## config.mk

```make
export PLATFORM = sky130hd
export DESIGN_NAME = decode_field_sequencer_flat
export DESIGN_NICKNAME = d
export VERILOG_FILES = /design/src/rtl/decode_field_sequencer_if.sv /design/src/rtl/decode_field_sequencer.sv /design/src/flat_wrapper.sv
export SDC_FILE = /design/constraint.sdc
export NUM_CORES = 1
export LEC_CHECK = 0
export BUFFER_PORTS_ARGS = -buffer_cell sky130_fd_sc_hd__buf_2
export CELL_PAD_IN_SITES_DETAIL_PLACEMENT = 1
export CELL_PAD_IN_SITES_GLOBAL_PLACEMENT = 1
export CORE_AREA = 2 2 140 101
export DETAILED_ROUTE_END_ITERATION = 8
export DIE_AREA = 0 0 142 103
export PLACE_DENSITY_LB_ADDON = 0.1
export RECOVER_POWER = 100
export SLEW_MARGIN = 30
export SYNTH_ARGS = -nofsm -noshare
export SYNTH_HDL_FRONTEND = slang
export SYNTH_SLANG_ARGS = --single-unit
export TNS_END_PERCENT = 1
```

## constraint.sdc

```tcl
create_clock -name i_clk -period 3.6 [get_ports i_clk]
set_clock_uncertainty 0.05 [all_clocks]
set_input_delay 0.18 -clock i_clk [delete_from_list [all_inputs] [get_ports i_clk]]
set_output_delay 0.18 -clock i_clk [all_outputs]
set_load 0.005 [all_outputs]
```

## src/rtl/decode_field_sequencer_if.sv

```systemverilog
// Byte-in / record-out bundle of the ADC-family field sequencer.
// master drives bytes and takes records; slave is the sequencer.
interface decode_field_sequencer_if;
  logic        i_flush;
  logic        i_byte_valid;
  logic [7:0]  i_byte;
  logic        o_byte_ready;
  logic        o_inst_valid;
  logic        i_inst_ready;
  logic [7:0]  o_opcode;
  logic        o_w_is_present;
  logic        o_w;
  logic        o_s_is_present;
  logic        o_s;
  logic        o_mod_rm_is_present;
  logic [1:0]  o_mod;
  logic [2:0]  o_reg;
  logic [2:0]  o_rm;
  logic        o_sib_is_present;
  logic [7:0]  o_sib;
  logic [31:0] o_disp;
  logic [2:0]  o_disp_size;
  logic [31:0] o_imm;
  logic [2:0]  o_imm_size;
  logic        o_opsize_ovr;
  logic        o_addrsize_ovr;
  logic [3:0]  o_length;
  logic        o_error;

  modport master (
    output i_flush, i_byte_valid, i_byte, i_inst_ready,
    input  o_byte_ready, o_inst_valid, o_opcode,
    input  o_w_is_present, o_w, o_s_is_present, o_s,
    input  o_mod_rm_is_present, o_mod, o_reg, o_rm,
    input  o_sib_is_present, o_sib,
    input  o_disp, o_disp_size, o_imm, o_imm_size,
    input  o_opsize_ovr, o_addrsize_ovr, o_length, o_error
  );

  modport slave (
    input  i_flush, i_byte_valid, i_byte, i_inst_ready,
    output o_byte_ready, o_inst_valid, o_opcode,
    output o_w_is_present, o_w, o_s_is_present, o_s,
    output o_mod_rm_is_present, o_mod, o_reg, o_rm,
    output o_sib_is_present, o_sib,
    output o_disp, o_disp_size, o_imm, o_imm_size,
    output o_opsize_ovr, o_addrsize_ovr, o_length, o_error
  );
endinterface

```

## src/rtl/decode_field_sequencer.sv

```systemverilog
// Byte-serial ADC-family field sequencer: one byte per cycle,
// one assembled field record per instruction.
module decode_field_sequencer #(
  parameter int MAX_LEN    = 15,
  parameter bit DEFAULT_32 = 1'b1
) (
  input logic i_clk,
  input logic i_rst_n,
  decode_field_sequencer_if.slave bus
);

  typedef enum logic [2:0] {
    S_PREFIX, S_MODRM, S_SIB, S_DISP, S_IMM, S_DONE
  } state_e;

  typedef struct packed {
    logic [7:0]  opcode;
    logic        w_pres;
    logic        w;
    logic        s_pres;
    logic        s;
    logic        modrm_pres;
    logic [1:0]  mod;
    logic [2:0]  rg;
    logic [2:0]  rm;
    logic        sib_pres;
    logic [7:0]  sib;
    logic [31:0] disp;
    logic [2:0]  disp_size;
    logic [31:0] imm;
    logic [2:0]  imm_size;
    logic        opsz;
    logic        adsz;
    logic [3:0]  len;
    logic        err;
  } rec_t;

  state_e     state_q;
  rec_t       rec_q;
  logic [1:0] cnt_q;
  logic       valid_q;
  logic       rdy_q;

  state_e     nxt;
  logic       bad;
  logic       opc_ok;
  logic       go_after;
  logic       disp_end;
  logic [2:0] dsz;
  logic [2:0] isz;
  logic [3:0] len_n;
  logic [2:0] cnt_n;
  logic       acc;
  logic       a32;
  logic       o32;
  logic       grp;
  logic [7:0] b;

  function automatic logic [2:0] imm_sz(
    input logic [7:0] op,
    input logic       big
  );
    if (!op[0] || op == 8'h83) return 3'd1;
    else if (big)              return 3'd4;
    else                       return 3'd2;
  endfunction

  // Shared by mod_r/m and SIB: for SIB, rm carries the base field.
  function automatic logic [2:0] disp_sz(
    input logic [1:0] md,
    input logic [2:0] r,
    input logic       wide
  );
    unique case (md)
      2'b01:   return 3'd1;
      2'b10:   return wide ? 3'd4 : 3'd2;
      2'b00: begin
        if (wide && r == 3'b101)       return 3'd4;
        else if (!wide && r == 3'b110) return 3'd2;
        else                           return 3'd0;
      end
      default: return 3'd0;
    endcase
  endfunction

  assign b   = bus.i_byte;
  assign acc = bus.i_byte_valid & rdy_q & ~bus.i_flush;
  assign a32 = DEFAULT_32 ^ rec_q.adsz;
  assign o32 = DEFAULT_32 ^ rec_q.opsz;
  assign grp = rec_q.opcode[7];

  always_comb begin
    nxt      = state_q;
    bad      = 1'b0;
    opc_ok   = 1'b0;
    go_after = 1'b0;
    disp_end = 1'b0;
    dsz      = 3'd0;
    isz      = 3'd0;
    len_n    = rec_q.len + 4'd1;
    cnt_n    = {1'b0, cnt_q} + 3'd1;
    unique case (state_q)
      S_PREFIX: begin
        unique case (1'b1)
          (b == 8'h66 || b == 8'h67): nxt = S_PREFIX;
          (b[7:2] == 6'b000100): begin
            opc_ok = 1'b1;
            nxt    = S_MODRM;
          end
          (b == 8'h14 || b == 8'h15): begin
            opc_ok = 1'b1;
            nxt    = S_IMM;
            isz    = imm_sz(b, o32);
          end
          (b == 8'h80 || b == 8'h81 || b == 8'h83): begin
            opc_ok = 1'b1;
            nxt    = S_MODRM;
          end
          default: begin
            nxt = S_DONE;
            bad = 1'b1;
          end
        endcase
      end
      S_MODRM: begin
        if (grp && b[5:3] != 3'b010) begin
          nxt = S_DONE;
          bad = 1'b1;
        end else if (a32 && b[7:6] != 2'b11 && b[2:0] == 3'b100) begin
          nxt = S_SIB;
        end else begin
          dsz      = disp_sz(b[7:6], b[2:0], a32);
          go_after = 1'b1;
        end
      end
      S_SIB: begin
        dsz      = disp_sz(rec_q.mod, b[2:0], 1'b1);
        go_after = 1'b1;
      end
      S_DISP: disp_end = (cnt_n == rec_q.disp_size);
      S_IMM: begin
        if (cnt_n == rec_q.imm_size) nxt = S_DONE;
      end
      default: nxt = state_q;
    endcase
    if (go_after && dsz != 3'd0) begin
      nxt = S_DISP;
    end else if (go_after || disp_end) begin
      if (grp) begin
        nxt = S_IMM;
        isz = imm_sz(rec_q.opcode, o32);
      end else begin
        nxt = S_DONE;
      end
    end
    // Running out of length budget mid-instruction ends it as an error.
    if (state_q != S_DONE && nxt != S_DONE && len_n == 4'(MAX_LEN)) begin
      nxt = S_DONE;
      bad = 1'b1;
    end
  end

  always_ff @(posedge i_clk or negedge i_rst_n) begin
    if (!i_rst_n) begin
      state_q <= S_PREFIX;
      rec_q   <= '0;
      cnt_q   <= 2'd0;
      valid_q <= 1'b0;
      rdy_q   <= 1'b1;
    end else if (bus.i_flush) begin
      state_q <= S_PREFIX;
      rec_q   <= '0;
      cnt_q   <= 2'd0;
      valid_q <= 1'b0;
      rdy_q   <= 1'b1;
    end else if (state_q == S_DONE) begin
      if (valid_q && bus.i_inst_ready) begin
        state_q <= S_PREFIX;
        rec_q   <= '0;
        cnt_q   <= 2'd0;
        valid_q <= 1'b0;
        rdy_q   <= 1'b1;
      end
    end else if (acc) begin
      state_q   <= nxt;
      rec_q.len <= len_n;
      rec_q.err <= bad;
      cnt_q     <= (nxt == state_q) ? cnt_n[1:0] : 2'd0;
      if (nxt == S_DONE) begin
        valid_q <= 1'b1;
        rdy_q   <= 1'b0;
      end
      if (dsz != 3'd0) rec_q.disp_size <= dsz;
      if (isz != 3'd0) rec_q.imm_size  <= isz;
      unique case (state_q)
        S_PREFIX: begin
          if (b == 8'h66) rec_q.opsz <= 1'b1;
          if (b == 8'h67) rec_q.adsz <= 1'b1;
          if (opc_ok) begin
            rec_q.opcode <= b;
            rec_q.w_pres <= 1'b1;
            rec_q.w      <= b[0];
            rec_q.s_pres <= b[7];
            rec_q.s      <= b[7] & b[1];
          end
        end
        S_MODRM: begin
          rec_q.modrm_pres <= 1'b1;
          rec_q.mod        <= b[7:6];
          rec_q.rg         <= b[5:3];
          rec_q.rm         <= b[2:0];
        end
        S_SIB: begin
          rec_q.sib_pres <= 1'b1;
          rec_q.sib      <= b;
        end
        S_DISP:  rec_q.disp[{cnt_q, 3'b000} +: 8] <= b;
        S_IMM:   rec_q.imm[{cnt_q, 3'b000} +: 8]  <= b;
        default: rec_q.err <= bad;
      endcase
    end
  end

  assign bus.o_byte_ready        = rdy_q;
  assign bus.o_inst_valid        = valid_q;
  assign bus.o_opcode            = rec_q.opcode;
  assign bus.o_w_is_present      = rec_q.w_pres;
  assign bus.o_w                 = rec_q.w;
  assign bus.o_s_is_present      = rec_q.s_pres;
  assign bus.o_s                 = rec_q.s;
  assign bus.o_mod_rm_is_present = rec_q.modrm_pres;
  assign bus.o_mod               = rec_q.mod;
  assign bus.o_reg               = rec_q.rg;
  assign bus.o_rm                = rec_q.rm;
  assign bus.o_sib_is_present    = rec_q.sib_pres;
  assign bus.o_sib               = rec_q.sib;
  assign bus.o_disp              = rec_q.disp;
  assign bus.o_disp_size         = rec_q.disp_size;
  assign bus.o_imm               = rec_q.imm;
  assign bus.o_imm_size          = rec_q.imm_size;
  assign bus.o_opsize_ovr        = rec_q.opsz;
  assign bus.o_addrsize_ovr      = rec_q.adsz;
  assign bus.o_length            = rec_q.len;
  assign bus.o_error             = rec_q.err;

endmodule

```

## src/flat_wrapper.sv

```systemverilog
// flat-port wrapper written by rule: the top's interface ports become plain ports
module decode_field_sequencer_flat 
#(
  parameter int MAX_LEN    = 15,
  parameter bit DEFAULT_32 = 1'b1
)
  (i_clk, i_rst_n, bus_i_flush, bus_i_byte_valid, bus_i_byte, bus_i_inst_ready, bus_o_byte_ready, bus_o_inst_valid, bus_o_opcode, bus_o_w_is_present, bus_o_w, bus_o_s_is_present, bus_o_s, bus_o_mod_rm_is_present, bus_o_mod, bus_o_reg, bus_o_rm, bus_o_sib_is_present, bus_o_sib, bus_o_disp, bus_o_disp_size, bus_o_imm, bus_o_imm_size, bus_o_opsize_ovr, bus_o_addrsize_ovr, bus_o_length, bus_o_error);
  decode_field_sequencer_if bus_i ();
  input logic i_clk;
  input logic i_rst_n;
  input wire logic [$bits(bus_i.i_flush)-1:0] bus_i_flush;
  input wire logic [$bits(bus_i.i_byte_valid)-1:0] bus_i_byte_valid;
  input wire logic [$bits(bus_i.i_byte)-1:0] bus_i_byte;
  input wire logic [$bits(bus_i.i_inst_ready)-1:0] bus_i_inst_ready;
  output wire logic [$bits(bus_i.o_byte_ready)-1:0] bus_o_byte_ready;
  output wire logic [$bits(bus_i.o_inst_valid)-1:0] bus_o_inst_valid;
  output wire logic [$bits(bus_i.o_opcode)-1:0] bus_o_opcode;
  output wire logic [$bits(bus_i.o_w_is_present)-1:0] bus_o_w_is_present;
  output wire logic [$bits(bus_i.o_w)-1:0] bus_o_w;
  output wire logic [$bits(bus_i.o_s_is_present)-1:0] bus_o_s_is_present;
  output wire logic [$bits(bus_i.o_s)-1:0] bus_o_s;
  output wire logic [$bits(bus_i.o_mod_rm_is_present)-1:0] bus_o_mod_rm_is_present;
  output wire logic [$bits(bus_i.o_mod)-1:0] bus_o_mod;
  output wire logic [$bits(bus_i.o_reg)-1:0] bus_o_reg;
  output wire logic [$bits(bus_i.o_rm)-1:0] bus_o_rm;
  output wire logic [$bits(bus_i.o_sib_is_present)-1:0] bus_o_sib_is_present;
  output wire logic [$bits(bus_i.o_sib)-1:0] bus_o_sib;
  output wire logic [$bits(bus_i.o_disp)-1:0] bus_o_disp;
  output wire logic [$bits(bus_i.o_disp_size)-1:0] bus_o_disp_size;
  output wire logic [$bits(bus_i.o_imm)-1:0] bus_o_imm;
  output wire logic [$bits(bus_i.o_imm_size)-1:0] bus_o_imm_size;
  output wire logic [$bits(bus_i.o_opsize_ovr)-1:0] bus_o_opsize_ovr;
  output wire logic [$bits(bus_i.o_addrsize_ovr)-1:0] bus_o_addrsize_ovr;
  output wire logic [$bits(bus_i.o_length)-1:0] bus_o_length;
  output wire logic [$bits(bus_i.o_error)-1:0] bus_o_error;
  assign bus_i.i_flush = bus_i_flush;
  assign bus_i.i_byte_valid = bus_i_byte_valid;
  assign bus_i.i_byte = bus_i_byte;
  assign bus_i.i_inst_ready = bus_i_inst_ready;
  assign bus_o_byte_ready = bus_i.o_byte_ready;
  assign bus_o_inst_valid = bus_i.o_inst_valid;
  assign bus_o_opcode = bus_i.o_opcode;
  assign bus_o_w_is_present = bus_i.o_w_is_present;
  assign bus_o_w = bus_i.o_w;
  assign bus_o_s_is_present = bus_i.o_s_is_present;
  assign bus_o_s = bus_i.o_s;
  assign bus_o_mod_rm_is_present = bus_i.o_mod_rm_is_present;
  assign bus_o_mod = bus_i.o_mod;
  assign bus_o_reg = bus_i.o_reg;
  assign bus_o_rm = bus_i.o_rm;
  assign bus_o_sib_is_present = bus_i.o_sib_is_present;
  assign bus_o_sib = bus_i.o_sib;
  assign bus_o_disp = bus_i.o_disp;
  assign bus_o_disp_size = bus_i.o_disp_size;
  assign bus_o_imm = bus_i.o_imm;
  assign bus_o_imm_size = bus_i.o_imm_size;
  assign bus_o_opsize_ovr = bus_i.o_opsize_ovr;
  assign bus_o_addrsize_ovr = bus_i.o_addrsize_ovr;
  assign bus_o_length = bus_i.o_length;
  assign bus_o_error = bus_i.o_error;
  decode_field_sequencer #(.MAX_LEN(MAX_LEN), .DEFAULT_32(DEFAULT_32)) u_core (.i_clk(i_clk), .i_rst_n(i_rst_n), .bus(bus_i));
endmodule
```

==> summary.txt <==
Worst setup path
  • Critical path's slowest cell: a2111oi_0
  • Worst path arrival time: 3.55 ns
  • CP max stage delay: 0.63 ns
  • CP Data Required Time: 3.84 ns
  • CP Class: register to register
  • Crit end category: register
  • Startpoint Class: register
  • Cell class contributing the biggest share of worst-path delay: compound AO/OA/AOI/OAI gates
  • Crit-path cells: nand3b_1 -> clkbuf_1 -> nand3_1 -> nor2_1 -> nor3_1 -> a2111oi_0 -> o21ai_1 -> a21o_1
  • Worst Path Buf+Inv: 1
  • CP Max Fanout: 17

GRT
  • Vias in the first global route: 4,776
  • Overall Global Routing Usage: 24.6%
  • GR Util met1: 36.3%
  • Met3 usage: 4.27%
  • Global routing usage on met2: 37.7%
  • Overflow after GRT: 0
  • Initial antenna violation count: 0
  • Most Used Layer, Global Route: met2
  • First-pass GRT wire length: 27,200 um
  • Pin count of the biggest net entering global routing: 42

Clock network
  • CTS Root Cell: clkbuf_16
  • Clk_lat worst skew: 0.35 ns
  • CTS sink cnt: 112
  • CTS clk-pin slew, worst paths: 0.08 ns
  • CTS tree: built
  • Setup bufs post-CTS: 0
  • CTS max path bufs: 2
  • H-tree depth reported by CTS: 3
  • CTS buffer count: 9

Routing
  • Via Count: 4,784
  • DRC Markers: 0
  • Pre-antenna DRT Iters: 4
  • Initial DRC count: 257
  • Routed WL: 17,500 um
  • Routed Antenna Nets: 0
  • DR vias/cell: 5.57
  • DR WL/cell: 20.4 um

Final layout
  • Fillers: 1,628
  • Highest-count cells in the layout ignoring fill and taps: 139 x nand2_1, 111 x dfrtp_1, 82 x o21ai_0
  • Antenna diodes: 0
  • Final #Nets: 702
  • Post-route cell area: 6260 um2
  • Most common cell after layout, fill and taps aside: nand2_1
  • Layout area overhead: 17.2%
  • Layout cells sized above 1: 13.5%

Timing
  • Fmax: 0.303 GHz
  • RSZ-0062 raised after global routing: no
  • Slew HR: -16.7%
  • Worst-Margin Slew: 1.75 ns
  • Setup violators final: 0
  • Final hold violations: 0
  • Sum Neg Setup Slack: 0 ns
  • Tmin final: 3.30 ns
  • Period utilization: 91.8%
  • Max-slew violations: 35
  • WHS: 0.177 ns

Status
  • Run status: finished with violations
  • Failing checks: capacitance limit, slew limit

Place
  • Port-buffer cells: 121
  • Final HPWL DP: 12,900 um
  • Placed instance area: 6050 um2
  • RePlAce Congestion: 0.897

Synth
  • Top_reg_cell synth: dfrtp_1
  • Synthesized area: 5340 um2
  • Post-synthesis sequential area ratio: 52.5%
  • Synth unique cells: 69
  • Synth async-reset ratio: 100%
  • Cell accounting for the most synthesized area: dfrtp_1
  • EDFF count, synth: 0
  • Synthesized net count: 591
  • Seq cells post-synth: 112
  • Post-Syn Area per Cell: 9.34 um2
  • Synth Warn #: 0
  • Area share of the largest cell type after synthesis: 52.0%
  • Synth area leaders: dfrtp_1 52%, nand2_1 9.8%, o21ai_0 7.2%
  • Mapped Cells: 572

Die
  • Initial Util: 39.7%
  • Die width: 142 um
  • Cell Rows: 36
  • I/O pin cnt: 122
  • Die height: 103 um
  • CORE AREA: 13,500 um2
  • Area of the die: 14,600 um2

Power and ir drop
  • Internal Dissipation: 0.00220 W
  • Sw frac: 33.8%
  • Clock power frac: 31.6%
  • PwrDens: 532 nW/um2
  • Leak: 2.81 nW
  • Switching Power: 0.00113 W
  • Max VDD drop: 0.257 mV
  • Power share of the combinational group: 23.8%
  • Sequential share of power: 44.7%

Job
  • Max-Cap Viols: 1

Min path
  • Worst min path class: primary input to register
[worst paths after layout]
path / start / endpoint / slack [ns] / depth (start not counted)
worst min-delay path: bus_i_byte[3] / u_core.bus.o_sib[3] / 0.18 / 3
min in group asynchronous: i_rst_n / u_core.bus.o_sib[6] / 0.77 / 2
worst max register to register: u_core.state_q[1] / u_core.bus.o_byte_ready / 0.30 / 8
worst min register to register: u_core.bus.o_sib[5] / u_core.bus.o_sib[5] / 0.43 / 2
worst max-delay path: u_core.state_q[1] / u_core.bus.o_byte_ready / 0.30 / 8
max in group asynchronous: i_rst_n / u_core.bus.o_reg[0] / 0.88 / 3
[worst min-delay path, stage by stage]
cell,delay (ns)
buf_2,0.20
nand2_1,0.09
o21ai_0,0.07
[logic make-up (layout without fill, tap and decap cells)]
| kind of cell | count (synthesis) | count (layout) | share of synthesized area (%) |
|---|---|---|---|
| AOI/OAI and AO/OA | 171 | 171 | 20.1 |
| DFF | 112 | 112 | 52.5 |
| xor gates and xnor gates | 10 | 10 | 1.64 |
| muxes | 1 | 1 | 0.187 |
| and+or+nand+nor | 223 | 223 | 19.2 |
| adders and majority gates | 6 | 6 | 1.41 |
| buffers and inverters | 49 | 165 | 4.94 |
[per-stage QoR]
step	worst slack [ns]	util (%)	cells	power (W)
2_1_floorplan	0.927	-	572	0.00201
3_3_place_gp	0.428	44.9	842	0.00230
3_5_place_dp	0.398	44.9	842	0.00233
4_1_cts	0.373	47.3	859	0.00339
5_1_grt	0.114	46.5	859	0.00351
6_report	0.296	46.5	859	0.00333
[final cells by class]
class,instances,area [um2],area share [%]
tap,171,214,3.42
multi-input combinational,411,2280,36.4
clock inverter,6,73.8,1.18
sequential,112,2800,44.8
timing repair buffer,135,601,9.59
clock buffer,10,239,3.82
inverter,14,52.6,0.839
[layer usage]
| metal | wire length [um] | vias to the layer above |
|---|---|---|
| met5 | 0 | - |
| met4 | 253 | 0 |
| met3 | 855 | 19 |
| met2 | 7600 | 135 |
| met1 | 8840 | 2414 |
| li1 | - | 2216 |
[power groups by stage]
| stage | Clock, W | Combinational, W | Sequential, W |
|---|---|---|---|
| 3_5_place_dp | 0 | 0.000819 | 0.00151 |
| 6_report | 0.00105 | 0.000791 | 0.00149 |
| 4_1_cts | 0.00107 | 0.000823 | 0.00149 |
| 2_1_floorplan | 0 | 0.000539 | 0.00147 |
| 5_1_grt | 0.00113 | 0.000878 | 0.00151 |
| 3_3_place_gp | 0 | 0.000802 | 0.00150 |
[cells in the mapped netlist (all sizes together), types with 7 or more instances]
cell    number
nand2      139
dfrtp      111
o21ai       86
a21oi       29
clkbuf      25
nor2        20
inv         14
nand3       13
buf          9
nand2b       9
a21o         8
nor3         7
[repair_timing]
action / in CTS / in global routing
endpoints found under the hold margin: 32 / 0
resized for setup: 0 / 0
hold buffers: 1 / 0
No activity file was read; power rests on OpenSTA's default activity.
